===== src/rtl/add_num_pkg.sv =====
// add_num_pkg: shared types for the add-two-numbers job sequencer.
// FSM states, FIFO result record, byte-lane positions.
package add_num_pkg;

  localparam int ANS_IDX_W = 16;
  localparam int SUM_W     = 9;
  localparam int OPA_LSB   = 8;
  localparam int OPB_LSB   = 16;

  typedef enum logic [1:0] {
    IDLE  = 2'd0,
    RUN   = 2'd1,
    DRAIN = 2'd2,
    DONE  = 2'd3
  } t_ans_state;

  typedef struct packed {
    logic [ANS_IDX_W-1:0] idx;
    logic [SUM_W-1:0]     sum;
  } t_ans_result;

  function automatic logic [SUM_W-1:0] add_bytes(
    input logic [7:0] a,
    input logic [7:0] b
  );
    return {1'b0, a} + {1'b0, b};
  endfunction

endpackage


===== src/rtl/add_num_result_fifo.sv =====
// add_num_result_fifo: sync FIFO of per-line results.
// Depth is a power of two; pointers carry one wrap bit.
module add_num_result_fifo
  import add_num_pkg::*;
#(
  parameter int DEPTH = 8
) (
  input  logic        clk,
  input  logic        reset_n,
  input  logic        push_i,
  input  t_ans_result din_i,
  input  logic        pop_i,
  output t_ans_result dout_o,
  output logic        empty_o,
  output logic        full_o
);
  localparam int AW = $clog2(DEPTH);

  t_ans_result    mem_q [DEPTH];
  logic [AW:0]    wp_q;
  logic [AW:0]    rp_q;

  assign empty_o = (wp_q == rp_q);
  assign full_o  = (wp_q[AW] != rp_q[AW]) &&
                   (wp_q[AW-1:0] == rp_q[AW-1:0]);
  assign dout_o  = mem_q[rp_q[AW-1:0]];

  always_ff @(posedge clk) begin
    if (push_i) mem_q[wp_q[AW-1:0]] <= din_i;
  end

  always_ff @(posedge clk) begin
    if (!reset_n) begin
      wp_q <= '0;
      rp_q <= '0;
    end else begin
      if (push_i) wp_q <= wp_q + 1'b1;
      if (pop_i)  rp_q <= rp_q + 1'b1;
    end
  end

  // The outstanding-read cap must keep this from ever overflowing.
  always_ff @(posedge clk) begin
    if (reset_n) assert (!(push_i && full_o && !pop_i));
  end

endmodule


===== src/rtl/add_num_job_sched.sv =====
// add_num_job_sched: batch of byte-add jobs over CCI-P c0/c1.
// Reads src lines, adds bytes 1+2, writes 9-bit sums to dst lines.
module add_num_job_sched
  import add_num_pkg::*;
#(
  parameter int MAX_OUTSTANDING = 8,
  parameter int IDX_W           = ANS_IDX_W
) (
  input  logic             clk,
  input  logic             reset_n,
  input  logic             start,
  input  logic [41:0]      src_addr,
  input  logic [41:0]      dst_addr,
  input  logic [IDX_W-1:0] num_lines,
  output logic             busy,
  output logic             done,
  output logic             c0_req_valid,
  output logic [41:0]      c0_req_addr,
  output logic [15:0]      c0_req_mdata,
  input  logic             c0_almfull,
  input  logic             c0_rsp_valid,
  input  logic [15:0]      c0_rsp_mdata,
  input  logic [511:0]     c0_rsp_data,
  output logic             c1_req_valid,
  output logic [41:0]      c1_req_addr,
  output logic [511:0]     c1_req_data,
  input  logic             c1_almfull,
  input  logic             c1_rsp_valid
);
  localparam int OW = $clog2(MAX_OUTSTANDING) + 1;

  t_ans_state       state_q;
  logic [41:0]      src_q, dst_q;
  logic [IDX_W-1:0] num_q, rd_idx_q, wr_ack_q;
  logic [OW-1:0]    out_q;
  logic             busy_q, done_q;
  logic             c0_vld_q, c1_vld_q;
  logic [41:0]      c0_addr_q, c1_addr_q;
  logic [15:0]      c0_mdata_q;
  logic [SUM_W-1:0] c1_sum_q;

  logic        active, issue, push, pop;
  logic        fifo_empty, fifo_full;
  t_ans_result rsp_res, head_res;
  logic        unused_ok;

  assign active = (state_q == RUN) || (state_q == DRAIN);
  assign issue  = (state_q == RUN) && !c0_almfull &&
                  (rd_idx_q < num_q) &&
                  (out_q < OW'(MAX_OUTSTANDING));
  assign push   = active && c0_rsp_valid;
  assign pop    = active && !fifo_empty && !c1_almfull;

  assign rsp_res.idx = ANS_IDX_W'(c0_rsp_mdata[IDX_W-1:0]);
  assign rsp_res.sum = add_bytes(c0_rsp_data[OPA_LSB +: 8],
                                 c0_rsp_data[OPB_LSB +: 8]);

  assign unused_ok = ^{c0_rsp_data[511:24],
                       c0_rsp_data[7:0], fifo_full};

  add_num_result_fifo #(
    .DEPTH(MAX_OUTSTANDING)
  ) u_fifo (
    .clk    (clk),
    .reset_n(reset_n),
    .push_i (push),
    .din_i  (rsp_res),
    .pop_i  (pop),
    .dout_o (head_res),
    .empty_o(fifo_empty),
    .full_o (fifo_full)
  );

  always_ff @(posedge clk) begin
    if (!reset_n) begin
      state_q  <= IDLE;
      busy_q   <= 1'b0;
      done_q   <= 1'b0;
      c0_vld_q <= 1'b0;
      c1_vld_q <= 1'b0;
      rd_idx_q <= '0;
      wr_ack_q <= '0;
      out_q    <= '0;
    end else begin
      c0_vld_q <= issue;
      c1_vld_q <= pop;
      done_q   <= (state_q == DONE);
      if (issue) begin
        c0_addr_q  <= src_q + 42'(rd_idx_q);
        c0_mdata_q <= 16'(rd_idx_q);
      end
      if (pop) begin
        c1_addr_q <= dst_q + 42'(head_res.idx);
        c1_sum_q  <= head_res.sum;
      end
      rd_idx_q <= rd_idx_q + IDX_W'(issue);
      out_q    <= out_q + OW'(issue) - OW'(pop);
      wr_ack_q <= wr_ack_q + IDX_W'(active && c1_rsp_valid);
      unique case (state_q)
        IDLE: begin
          if (start) begin
            src_q    <= src_addr;
            dst_q    <= dst_addr;
            num_q    <= num_lines;
            rd_idx_q <= '0;
            wr_ack_q <= '0;
            out_q    <= '0;
            busy_q   <= (num_lines != '0);
            state_q  <= (num_lines == '0) ? DONE : RUN;
          end
        end
        RUN: begin
          if (rd_idx_q == num_q) state_q <= DRAIN;
        end
        DRAIN: begin
          if (wr_ack_q == num_q) begin
            state_q <= DONE;
            busy_q  <= 1'b0;
          end
        end
        DONE: state_q <= IDLE;
      endcase
    end
  end

  assign busy         = busy_q;
  assign done         = done_q;
  assign c0_req_valid = c0_vld_q;
  assign c0_req_addr  = c0_addr_q;
  assign c0_req_mdata = c0_mdata_q;
  assign c1_req_valid = c1_vld_q;
  assign c1_req_addr  = c1_addr_q;
  assign c1_req_data  = {503'b0, c1_sum_q};

endmodule

===== config.mk =====
export PLATFORM = sky130hd
export DESIGN_NAME = add_num_job_sched
export DESIGN_NICKNAME = d
export VERILOG_FILES = /design/src/rtl/add_num_pkg.sv /design/src/rtl/add_num_result_fifo.sv /design/src/rtl/add_num_job_sched.sv
export SDC_FILE = /design/constraint.sdc
export NUM_CORES = 1
export LEC_CHECK = 0
export ABC_AREA = 1
export BUFFER_PORTS_ARGS = -buffer_cell sky130_fd_sc_hd__buf_2
export CORE_AREA = 5 5 482 484
export DETAILED_ROUTE_END_ITERATION = 7
export DIE_AREA = 0 0 487 489
export PLACE_DENSITY = 0.38
export SLEW_MARGIN = 20
export SYNTH_ARGS = -nofsm -noshare
export SYNTH_HDL_FRONTEND = slang
export SYNTH_HIERARCHICAL = 1
export SYNTH_SLANG_ARGS = --single-unit

===== constraint.sdc =====
create_clock -name clk -period 9.4 [get_ports clk]
set_input_delay 1.88 -clock clk [delete_from_list [all_inputs] [get_ports clk]]
set_output_delay 1.88 -clock clk [all_outputs]
set_load 0.01 [all_outputs]

==> results.json <==
{
  "crit_arrival_ps": 5000,
  "finalSetupViolations": 0,
  "clkPwrFrac": 0.342,
  "port_buffers": 251,
  "core_um2": 227000,
  "ctsResizeCount": 0,
  "drc": 0,
  "ant_nets": 0,
  "clock_path_buffers": 3,
  "clk_pin_slew_worst_paths_ps": 60,
  "die_h_um": 489,
  "critical_path_class": "register to register",
  "syn_avg_cell_area_um2": 8.94,
  "ios": 1251,
  "drt-initial-drc-count": 1084,
  "use_met1": 0.0972,
  "maxCapViolCount": 0,
  "clkLatencyLatePin_ps": 690,
  "grt_max_degree": 59,
  "fmax_ghz": 0.216,
  "rsz0062_at_grt": "false",
  "swShare": 0.352,
  "grt.overflow.total": 0,
  "pwr-share-seq": 0.403,
  "avgViaCountPerCell": 2.92,
  "critPathCaptureType": "register",
  "worst_pin_slew_ps": 1090,
  "syn_area_um2": 26400,
  "clock-sinks": 462,
  "hold_viol": 0,
  "cts_buffers": 56,
  "hpwl_mm": 76.2,
  "initial_utilization": 0.117,
  "power_mw": 6.49,
  "critPathMaxFanout": 57,
  "htreeDepth": 2,
  "powerDensity_nw_per_um2": 206,
  "cp.required_ps": 9780,
  "post_cts_buffers": 0,
  "wl_per_cell_um": 15.3,
  "antenna_found_initial": 63,
  "place_area_um2": 29500,
  "hold_class": "register to register",
  "p_int_mw": 4.20,
  "fin_nets": 3952,
  "power_switching_mw": 2.29,
  "use_met2": 0.127,
  "clock-root-buffer": "clkbuf_16",
  "combPwrFrac": 0.256,
  "tns_ps": 0,
  "cts_tree": "done",
  "first_global_vias": 16262,
  "cts_hold_buf": 0,
  "period_minus_slack_ps": 4620,
  "irDropWorstVdd_v": 0.000152,
  "dieArea_um2": 238000,
  "cp-start-kind": "register",
  "grtUsageMet3": 0.0184,
  "min_from": "busy",
  "drtPass1Iterations": 5,
  "maxSlewHeadroom": 0.270,
  "rows": 175,
  "fp.dieW_um": 487,
  "drv_slew": 0,
  "finalCritPeriodShare": 0.492,
  "status": "finished clean",
  "grt_usage": 0.0758,
  "grt_pass1_wl_mm": 127,
  "leakage_nw": 13.6,
  "synthToLayoutAreaGrowth_pct": 18.9,
  "gp_congestion": 0.850,
  "clock_skew_ps": 61.5,
  "syn_inst": 2958,
  "design_area_um2": 31400,
  "drt_wl_total_mm": 96.7,
  "vias": 18464,
  "yosys_warnings": 6,
  "top_usage_layer": "met2",
  "drive_above_1_share": 0.122
}
-- worst max-delay path: stages (launching register included) --
cell and delay, ps:
dfxtp_2 310, buf_4 570, inv_2 340, buf_4 390, nand2_1 120, nand3_1 60, nand2_1 90, nand2_1 50
nand2_1 310, ha_1 360, inv_1 80, fa_1 480, o21ai_2 310, nand2_1 110, nand2_2 120, nand3_1 100
nand2_2 120, nand2_1 100, nand3_1 80, nand2_1 90
-- through the flow --
stage	std cells	worst slack [ps]	hold WS, ps	util
after floorplan	3460	31.0	459	-
after global placement	6193	4710	474	0.130
after detailed placement	6193	4710	476	0.130
after CTS	6293	4640	491	0.138
after global routing	6298	4360	532	0.138
final	6313	4780	484	0.139
-- layer usage --
layer  wire [um]  up-vias
met3        7350      161
met2       45400      808
li1            -     9067
met5         132        -
met1       41200     8408
met4        2600       20
-- area by class of cell --
cell class / instances / area, um^2
well taps: 3009 / 3760
clock inverters: 32 / 395
fillers: 25778 / 195000
diodes: 19 / 47.5
inverters: 411 / 1540
flip-flops and latches: 462 / 13300
multi-input cells: 2045 / 9500
repair buffers: 267 / 1400
clock buffers: 68 / 1460
-- final timing paths --
path | endpoint | slack, ps | cells past startpoint
worst min-delay path | busy | 480 | 2
worst min register to register | busy | 480 | 2
worst max-delay path | c1_req_addr[30] | 4780 | 19
worst max register to register | c1_req_addr[30] | 4780 | 19
-- power by group through the flow --
stage,Combinational [mW],Sequential [mW],Clock [mW]
after floorplan,1.21,2.63,0
after global placement,1.69,2.66,0
after detailed placement,1.69,2.67,0
after CTS,1.70,2.62,2.32
after global routing,1.88,2.63,2.39
final,1.66,2.61,2.22
-- sequential cells by signal, indices dropped and copies added (netlist names), 2 cells and up, named ones only --
register	count
u_fifo/mem_q	200
c0_req_addr	42
c1_req_addr	42
dst_q	42
src_q	42
c0_req_mdata	16
num_q	16
rd_idx_q	16
wr_ack_q	16
c1_sum_q	9
out_q	4
u_fifo/rp_q	4
u_fifo/wp_q	4
state_q	2
-- layout by cell type, fill, tap and decap left out, types with 7 or more instances in the layout --
cell type	n
nand2_1	819
conb_1	503
edfxtp_1	409
inv_1	404
buf_2	251
nand3_1	198
nor2_1	143
a21oi_1	77
ha_1	70
clkbuf_16	56
dfxtp_1	51
o21ai_0	44
xor2_1	38
nor3_1	33
nand4_1	24
diode_2	19
buf_4	15
xnor2_1	13
clkbuf_1	11
nor2_4	9
clkinv_1	9
nor3_2	8
clkinv_2	8
inv_2	7
Note: power is estimated with default switching activity, not from simulation.
